### config.mk
export PLATFORM = sky130hd
export DESIGN_NAME = acc_output_fifo
export DESIGN_NICKNAME = d
export VERILOG_FILES = /design/src/rtl/acc_output_fifo.sv
export SDC_FILE = /design/constraint.sdc
export NUM_CORES = 1
export LEC_CHECK = 0
export CORE_ASPECT_RATIO = 2
export CORE_MARGIN = 1.5
export CORE_UTILIZATION = 45
export DETAILED_ROUTE_END_ITERATION = 7
export DONT_BUFFER_PORTS = 1
export PLACE_DENSITY = 0.57
export SYNTH_ARGS = -nofsm -noshare
export SYNTH_HDL_FRONTEND = slang
export SYNTH_SLANG_ARGS = --single-unit
### constraint.sdc
create_clock -name CLK -period 3.5 [get_ports CLK]
set_clock_uncertainty 0.1 [all_clocks]
set_input_delay 0.525 -clock CLK [delete_from_list [all_inputs] [get_ports CLK]]
set_output_delay 0.525 -clock CLK [all_outputs]
set_load 0.02 [all_outputs]
### src/rtl/acc_output_fifo.sv
// Capture FIFO for the accumulator processor Output bus: enqueues every change
// of the bus and drains it to a consumer through a valid/ready handshake.
module acc_output_fifo #(
   parameter int WIDTH = 16,
   parameter int DEPTH = 4
) (
   input  logic                     CLK,
   input  logic                     reset,
   input  logic [WIDTH-1:0]         AccOut,
   input  logic                     OutReady,
   output logic [WIDTH-1:0]         OutData,
   output logic                     OutValid,
   output logic [$clog2(DEPTH):0]   Count,
   output logic                     Overflow
);

   localparam int AW = $clog2(DEPTH);
   localparam logic [AW:0] FULL_CNT = (AW+1)'(DEPTH);

   logic [WIDTH-1:0] mem_q [DEPTH];
   logic [WIDTH-1:0] last_val_q;
   logic             primed_q;
   logic [AW-1:0]    wr_ptr_q, wr_ptr_d;
   logic [AW-1:0]    rd_ptr_q, rd_ptr_d;
   logic [AW:0]      count_q, count_d;
   logic             overflow_q, overflow_d;

   logic change;
   logic full;
   logic pop;
   logic push;

   // Change detection is against the last sample, not the last enqueued value,
   // so a value dropped on overflow is not retried on the following cycle.
   assign change = !primed_q || (AccOut != last_val_q);
   assign full   = (count_q == FULL_CNT);
   assign pop    = OutValid && OutReady;
   assign push   = change && (!full || pop);

   // NOTE: every always_comb output gets a default first so no path leaves it unassigned, which would infer a latch.
   always_comb begin
      wr_ptr_d   = wr_ptr_q;
      rd_ptr_d   = rd_ptr_q;
      count_d    = count_q;
      overflow_d = overflow_q;
      if (push) wr_ptr_d = wr_ptr_q + AW'(1);
      if (pop)  rd_ptr_d = rd_ptr_q + AW'(1);
      if (push && !pop)      count_d = count_q + (AW+1)'(1);
      else if (pop && !push) count_d = count_q - (AW+1)'(1);
      if (change && full && !pop) overflow_d = 1'b1;
   end

   // NOTE: sequential state uses non-blocking assignments so every register samples pre-edge values.
   always_ff @(posedge CLK) begin
      if (reset) begin
         primed_q   <= 1'b0;
         wr_ptr_q   <= '0;
         rd_ptr_q   <= '0;
         count_q    <= '0;
         overflow_q <= 1'b0;
      end else begin
         primed_q   <= 1'b1;
         wr_ptr_q   <= wr_ptr_d;
         rd_ptr_q   <= rd_ptr_d;
         count_q    <= count_d;
         overflow_q <= overflow_d;
      end
   end

   // NOTE: storage and the last sample carry no reset; they are only observed once the control state says they are valid.
   always_ff @(posedge CLK) begin
      if (!reset) begin
         last_val_q <= AccOut;
         if (push) mem_q[wr_ptr_q] <= AccOut;
      end
   end

   assign OutValid = (count_q != '0);
   assign OutData  = OutValid ? mem_q[rd_ptr_q] : '0;
   assign Count    = count_q;
   assign Overflow = overflow_q;

   a_count_bound : assert property (@(posedge CLK) disable iff (reset) count_q <= FULL_CNT);

endmodule

==> flow_summary.yaml <==
status:
  status: "finished, final reports clean"
layout:
  nets: 231
  layout-area-overhead-vs-synth_pct: 12.2
  insertedDiodeCount: 0
  drive_above_1_share_pct: 18.5
  final_common_cell: "edfxtp_1"
  final_cell_mix: "80 x edfxtp_1, 19 x xor2_1, 16 x mux4_2, 16 x and2_1, 11 x dfxtp_1"
global_routing:
  grt_start_max_net_pins: 22
  antenna_found_initial: 0
  grt_overflow: 0
  grt_pass1_wl_mm: 10.4
  grt_pass1_vias: 1949
  gr-usage-all-layers_pct: 17.4
drt:
  drt-initial-drc-count: 83
  post_drt_wl_per_cell_um: 21.5
  remaining_drc_errors: 0
  dr.pass1.iters: 4
  vias_per_cell: 5.63
  antenna_left: 0
  vias: 1729
  drt-total-wl_mm: 6.61
clocking:
  cts_tree: "yes"
  clkSinkCount: 91
  htreeDepth: 3
  post_cts_hold_buffer_count: 0
  cts_buffers: 9
  clockBufferDepth: 2
  cts_setup_buffers: 0
  clk_pin_slew_ps: 60
  insertion_delay_ps: 340
  cts_resized: 0
  ctsRootBufferMaster: "clkbuf_16"
synth:
  synth_area_per_cell_um2: 18.4
  ys_seq_area_share_pct: 72.1
  synthCells: 198
  ys_types: 31
  yosysWarningCount: 0
  synth_nets: 223
  synth-seq-cells: 91
  syn_area_um2: 3640
timing:
  worst-slew-pin-transition_ps: 1050
  report.final.slew_viol_count: 0
  max_freq_mhz: 373
  finalHoldViolCount: 0
  rsz0062_at_grt: "false"
  final.min_clock_period_ps: 2680
  fin_crit_sh_pct: 76.5
  tns_ps: 0
  finalSetupViolCount: 0
  maxSlewHeadroom_pct: 30.2
  holdWs_ps: 159
power:
  switching_share_pct: 31.1
  p_leak_nw: 1.34
  peakVddDrop_mv: 0.562
  p_int_mw: 2.29
  pwr-share-comb_pct: 26.6
  power_mw: 3.32
  power_frac_seq_pct: 45.5
  clock_power_share_pct: 27.9
  p_per_area_nw_per_um2: 814
  p_switching_mw: 1.03
worst_setup_path:
  crit_type: "reg -> reg"
  crit_path_max_fanout: 6
  start_kind: "flip-flop"
  cp.required_ps: 3660
  crit_arrival_ps: 2840
  cp-end-kind: "flip-flop"
die:
  fp.dieH_um: 130
  start_util_pct: 46.2
  top_level_ports: 40
  design.die.area_um2: 8670
  rows: 46
  core_region_area_um2: 7890
  die_w_um: 66.6
flow_run:
  max_cap_viol_count: 0
placement:
  portBuffers: 0
  gp_congestion: 0.769
  hpwl_mm: 4.23
worst_hold_path:
  hp-class: "in -> reg"
## Yosys cell counts, drive strengths merged
cell type	count	share of area, %
or3	2	0.34
nor4	4	0.86
o311ai	1	0.24
and2	16	2.8
nor3	2	0.28
xnor2	1	0.24
mux2i	1	0.28
a22o	1	0.24
nand2	4	0.41
a21oi	1	0.14
buf	3	0.48
nor3b	5	1.0
a211o	1	0.24
edfxtp	80	66
mux4	16	9.9
xor2	19	4.6
nand3	3	0.55
inv	5	0.52
o21ai	1	0.14
o2bb2ai	1	0.24
ha	5	1.7
nor2	7	0.72
nor4b	1	0.65
o21bai	1	0.21
clkbuf	4	0.41
fa	1	0.55
dfxtp	11	6.1
a32oi	1	0.24
## worst max-delay path, cell delays in order (launching register included)
cell and delay, ps:
edfxtp_1 400, xor2_1 180, nor4_1 380, nand3_1 280
o21bai_1 230, inv_1 60, ha_1 200, inv_1 70
fa_1 170, xor2_1 70, or3_1 300, a21oi_1 150
## final timing paths
check                      startpoint                  endpoint  slack, ps  cells past startpoint
min                             reset  rd_ptr_q[0]$_SDFFE_PP0N_        160                      1
max reg2reg   last_val_q[6]$_DFFE_PN_     Count[2]$_SDFFE_PP0P_        820                     11
max           last_val_q[6]$_DFFE_PN_     Count[2]$_SDFFE_PP0P_        820                     11
min reg2reg  rd_ptr_q[1]$_SDFFE_PP0N_  rd_ptr_q[1]$_SDFFE_PP0N_        430                      2
## cell type report
cell class	count	area, um2
multi-input cells	95	1000
clock inverters	4	50.0
fillers	645	3800
clock buffers	12	236
inverters	5	18.8
well taps	96	120
flip-flops and latches	91	2620
repair buffers	4	30.0
## registers in the layout, indices dropped and copies added, names as in the netlist, named ones only
name        flops
primed_q        1
last_val_q     16
mem_q          64
rd_ptr_q        2
Count           3
wr_ptr_q        2
Overflow        1
## per-stage QoR
| step | instance area (um2) | std cells | util [%] | setup slack, ps |
|---|---|---|---|---|
| after floorplan | 3640 | 198 | - | 684 |
| after global placement | 3800 | 291 | 48.1 | 707 |
| after global routing | 4080 | 307 | 51.8 | 582 |
| after CTS | 4080 | 307 | 51.8 | 751 |
| final | 4080 | 307 | 51.8 | 821 |
| after detailed placement | 3800 | 291 | 48.1 | 645 |
## metal layers
layer | global-route usage (%) | part of all wire, % | vias up
met5 | 0 | 0 | -
met3 | 4.14 | 4.7 | 12
met1 | 18.9 | 36 | 887
met2 | 30.1 | 56 | 52
li1 | - | - | 778
met4 | 10.3 | 2.7 | 0
## kinds of logic (layout without fill, tap and decap cells)
kind of cell / after synthesis / after routing / share of synthesized area (%)
flip-flops: 91 / 91 / 72.1
AND/OR/NAND/NOR: 44 / 44 / 7.60
XOR/XNOR: 20 / 20 / 4.81
multiplexers: 17 / 17 / 10.2
buffers and inverters: 12 / 25 / 1.41
AO/OA/AOI/OAI: 8 / 8 / 1.68
adder cells (fa/ha/maj): 6 / 6 / 2.27
## power by group through the flow
stage / logic (mW) / clock network, mW / registers (mW)
after floorplan: 0.712 / 0 / 1.49
after global placement: 0.867 / 0 / 1.52
after detailed placement: 0.902 / 0 / 1.54
after CTS: 0.906 / 0.943 / 1.52
after global routing: 0.971 / 0.983 / 1.53
final: 0.884 / 0.928 / 1.51
Note: power is estimated with default switching activity, not from simulation.
==> edit 1: new RTL, config.mk and constraints unchanged <==
Make the reset (`reset`) asynchronous in one clocked block.
--- a/src/rtl/acc_output_fifo.sv
+++ b/src/rtl/acc_output_fifo.sv
@@ -51,7 +51,7 @@
    end
 
    // NOTE: sequential state uses non-blocking assignments so every register samples pre-edge values.
-   always_ff @(posedge CLK) begin
+   always_ff @(posedge CLK or posedge reset) begin
       if (reset) begin
          primed_q   <= 1'b0;
          wr_ptr_q   <= '0;
Formal check against the unedited RTL: differs if reset is asserted again (counterexample within 4 cycles, from zero or initial values and one cycle with reset high); with reset held inactive, the same outputs for 10 cycles.
==> edit 1 against the original RTL <==
- sequential cell count down 2
- sequential share of layout area up 2.1 points
- routed wire length down 9.6%
- total power up 0.25%
- combinational power up 6.3%
- non-clock buffer count up 3
- cell area down 3.0%
- synthesized area down 1.9%
- setup slack worse by 0.031 ns
- fmax down 1.2%
- largest cell class unchanged
- highest routed layer unchanged
==> edit 1: results (changes against the original RTL) <==
| Metric | Value |
|---|---|
| Worst-Margin Slew | `0.837 ns (-0.208 ns)` |
| Met3 Resource Use GR | `0.0490 (+0.00757)` |
| Worst setup path endpoint | `OutData[11]` |
| Placement Setup Slack | `0.886 ns (+0.241 ns)` |
| Gpl congestion | `0.744 (-3.3%)` |
| Post-DP Area | `3710 um^2 (-2.4%)` |
| Critical path data arrival time | `2.08 ns (-0.76 ns)` |
| Tot GR Track Use | `0.160 (-0.0141)` |
| Final wirelength | `5.98 mm (-9.6%)` |
| Antenna violations before repair | `0 (unchanged)` |
| TritonCTS Buffers | `9 (unchanged)` |
| Synth cell count leaders | `edfxtp_1 (80), and2_1 (16), mux4_2 (16), xnor2_1 (16), dfrtp_1 (9)` |
| Post-Synthesis Cells | `180 (-9.1%)` |
| Synth top area cells | `edfxtp_1 (67%), mux4_2 (10%), dfrtp_1 (6.3%)` |
| Global-route wire length before repair | `9.55 mm (-8.1%)` |
| Crit-path max cell delay | `0.61 ns (+0.21 ns)` |
| Sw frac | `0.318 (+0.00717)` |
| R2r setup slk | `0.98 ns (+0.16 ns)` |
| NumNets Final | `217 (-6.1%)` |
| Reg2Reg Launch Point | `Count[0]` |
| Post-detail-place hpwl | `3.97 mm (-6.2%)` |
| Leak | `0.00134 uW (about the same)` |
| M1 GR Usage | `0.168 (-0.0210)` |
| Critical path's slowest cell | `dfrtp_1` |
| PnR worst setup slack | `0.790 ns (-0.0312 ns)` |
| Seq/Total Area, Yosys | `0.736 (+0.0150)` |
| DRT iter0 DRCs | `59 (-29%)` |
| Layout cells sized above 1 | `0.208 (+0.0233)` |
| Clock-pin slew on the worst setup and hold paths | `0.06 ns (about the same)` |
| Vias | `1565 (-9.5%)` |
| Vias in the first global route | `1803 (-7.5%)` |
| Seq. cell area | `2630 um^2 (+0.19%)` |
| Status | `finished clean` |
| DR WL/cell | `20.5 um (-4.6%)` |
| Placed cell count | `275 (-5.5%)` |
| Hold crit path type | `in -> async` |
| CP Max Fanout | `11 (+5)` |
| R2R depth | `9 (-2)` |
| GRT met2 Usage | `0.281 (-0.0195)` |
| Synth unique cells | `28 (-9.7%)` |
| Fillers | `665 (+3.1%)` |
| Asr flop ratio synth | `0.101 (+0.101)` |
| Post-synth EDFFs | `80 (unchanged)` |
| R2R Path End | `Count[2]` |
| Synthesized net count | `205 (-8.1%)` |
| Largest net degree at the start of global routing | `29 (+32%)` |
| Worst setup startpoint | `rd_ptr_q[0]` |
| Worst vdd ir | `548 uV (-2.5%)` |
==> edit 1: cell types whose count changed after synthesis, sizes merged, moves of 3 or more <==
cell   before  now
dfxtp      11    0
nor4        4    1
xor2       19    6
nor2        7    1
nor3b       5    0
dfrtp       0    9
and3        0    5
xnor2       1   16
==> edit 1: power groups by stage <==
stage | registers (uW) | clock network (uW) | logic [uW]
after floorplan | 1500 | 0 | 850
after global placement | 1580 | 0 | 933
after CTS | 1580 | 845 | 970
final | 1570 | 824 | 940
after global routing | 1600 | 882 | 1020
after detailed placement | 1600 | 0 | 967
==> edit 1: layout make-up <==
type / instances / area share
Multi-Input combinational cell: 81 / 0.226
Clock buffer: 11 / 0.0587
Clock inverter: 5 / 0.00569
Tap cell: 94 / 0.0297
Timing Repair Buffer: 7 / 0.0133
Sequential cell: 89 / 0.663
Inverter: 4 / 0.00379
==> edit 1: logic make-up after synthesis <==
group / synth area share
adders and majority gates: 0.0231
and+or+nand+nor: 0.0571
muxes: 0.108
other: 0.00105
buffers and inverters: 0.0144
xor gates and xnor gates: 0.0539
AOI/OAI and AO/OA: 0.00666
DFF: 0.736
==> edit 1: worst min path at each step <==
stage	endpoint	depth (start not counted)	slack, ns
2_1_floorplan	wr_ptr_q[1]	1	0.43
3_5_place_dp	wr_ptr_q[0]	2	0.42
5_1_grt	wr_ptr_q[0]	2	0.1
6_report	Count[1]	2	0.06
4_1_cts	Count[1]	2	0.07
3_3_place_gp	wr_ptr_q[1]	2	0.42
==> edit 1: critical path: cells and delay by family (launching register included) <==
family                 cells  cell delay, ns
flip-flops                 1            0.61
multiplexers               1            0.55
buffers and inverters      1            0.35
AND/OR/NAND/NOR            1            0.24
==> edit 1: layer usage <==
metal,part of all wire,vias up
met2,0.57,37
li1,-,711
met3,0.052,8
met1,0.36,809
met5,0,-
met4,0.020,0
==> edit 2: new RTL, same settings <==
Without the edit above. Change the parameter `DEPTH` from 4 to 2.
--- a/src/rtl/acc_output_fifo.sv
+++ b/src/rtl/acc_output_fifo.sv
@@ -2,7 +2,7 @@
 // of the bus and drains it to a consumer through a valid/ready handshake.
 module acc_output_fifo #(
    parameter int WIDTH = 16,
-   parameter int DEPTH = 4
+   parameter int DEPTH = 2
 ) (
    input  logic                     CLK,
    input  logic                     reset,
Interface: changed (resized Count); port bits go from 40 to 39. The function was not compared with the original's and may differ.
==> edit 2 against the original RTL <==
- setup slack better by 0.078 ns
- final cell count down 33%
- clock power down 63%
- hold slack better by 0.027 ns
- largest cell class unchanged
- non-clock buffer count unchanged
- synthesized area down 40%
- utilization down 1.2 points
- sequential cell count down 36
- cell area down 42%
- count of clock-buffer cells in the layout down 5
- via count down 39%
- routed wire length down 48%
- total power down 48%
==> edit 2: results (changes against the original RTL) <==
| Metric | Value |
|---|---|
| R2R depth | `8 (-3)` |
| Clock power frac | `0.199 (-0.080)` |
| Yosys synthesis warning count | `0 (unchanged)` |
| R2r setup slk | `0.90 ns (+0.08 ns)` |
| Synth top area cells | `edfxtp_1 (66%), mux2i_1 (7.4%), xor2_1 (7.3%)` |
| Status | `finished clean` |
| Vias per cell | `5.19 (-7.9%)` |
| Vias in the first global route | `1153 (-41%)` |
| Synth Area in XOR/XNOR | `0.0766 (+0.0285)` |
| Global-route wire length before repair | `5.43 mm (-48%)` |
| Layout cells sized above 1 | `0.0933 (-0.0915)` |
| Placement Setup Slack | `0.727 ns (+0.0815 ns)` |
| Post-synth EDFFs | `48 (-40%)` |
| Flip-flop count of the largest register after layout | `32 (-50%)` |
| Fraction of the mapped netlist area in adder cells | `0.00576 (-0.0169)` |
| Compound-cell area share of the yosys netlist | `0.0184 (+0.00159)` |
| Gpl congestion | `0.726 (-5.6%)` |
| DRT iter0 DRCs | `3 (-96%)` |
| DR WL met2 | `1.88 mm (-49%)` |
| Total power draw | `1720 uW (-48%)` |
| Psw | `572 uW (-45%)` |
| GRT met2 Usage | `0.251 (-0.0494)` |
| Synth unique cells | `25 (-19%)` |
| NumNets Final | `169 (-27%)` |
| Drt first pass iters | `3 (-1)` |
| Synth cell count leaders | `edfxtp_1 (48), nor2_1 (22), xor2_1 (18)` |
| Tot GR Track Use | `0.143 (-0.0308)` |
| Critical path's slowest cell | `o21ai_0` |
| Largest net degree at the start of global routing | `19 (-14%)` |
| Worst vdd ir | `487 uV (-13%)` |
| Worst setup startpoint | `last_val_q[6]` |
| Met3 Resource Use GR | `0.0369 (-0.00451)` |
| Htree depth | `2 (-1)` |
| Fillers | `408 (-37%)` |
| Met3 Wirelength | `198 um (-37%)` |
| Leak | `0.000807 uW (-40%)` |
| Delay-heaviest family, CP | `simple AND/OR/NAND/NOR gates` |
| Mux contribution to synthesized area | `0.0737 (-0.0280)` |
| Worst-Margin Slew | `0.739 ns (-0.306 ns)` |
| Largest register by flop count | `mem_q` |
| Root buffer cell | `clkbuf_8` |
| Comb group | `460 uW (-48%)` |
| Worst setup path endpoint | `Count[1]` |
| TritonCTS Buffers | `5 (-4)` |
| Synthesized net count | `162 (-27%)` |
| Post-detail-place hpwl | `2.48 mm (-41%)` |
| M1 GR Usage | `0.154 (-0.0343)` |
| DR WL/cell | `16.9 um (-21%)` |
| PnR worst setup slack | `0.899 ns (+0.0776 ns)` |
| M1 wire length | `1.31 mm (-45%)` |
| CTS max path bufs | `2 (unchanged)` |
| Min Hold Slack | `0.186 ns (+0.0271 ns)` |
| Crit-path max cell delay | `0.40 ns (about the same)` |
| Sink of the worst hold path | `Count[1]` |
| Clock-pin slew on the worst setup and hold paths | `0.09 ns (+0.03 ns)` |
| Clock latency on the worst-skew pair | `0.29 ns (-0.05 ns)` |
| # Post-CTS Setup Buffers | `0 (unchanged)` |
| CP Max Fanout | `4 (-2)` |
| Critical path data arrival time | `2.73 ns (-0.11 ns)` |
| Seq/Total Area, Yosys | `0.728 (+0.00759)` |
edit 2: layout make-up:
class                   instances  area, um^2  share of cell area
clock buffers                   7        86.3              0.0368
clock inverters                 1        5.00             0.00213
inverters                       3        11.3             0.00479
multi-input cells              80         566               0.241
flip-flops and latches         55        1580               0.673
well taps                      55        68.8              0.0293
repair buffers                  4        30.0              0.0128
edit 2: kinds of logic (layout without fill, tap and decap cells):
family / Yosys count / count (layout)
DFF: 55 / 55
buffers and inverters: 7 / 15
muxes: 16 / 16
adders and majority gates: 1 / 1
AOI/OAI and AO/OA: 6 / 6
and+or+nand+nor: 38 / 38
xor gates and xnor gates: 19 / 19
edit 2: stage by stage:
step,cell area (um^2),utilization,instances
2_1_floorplan,2170,-,142
3_3_place_gp,2260,0.486,197
3_5_place_dp,2260,0.486,197
4_1_cts,2350,0.506,205
5_1_grt,2350,0.506,205
6_report,2350,0.506,205
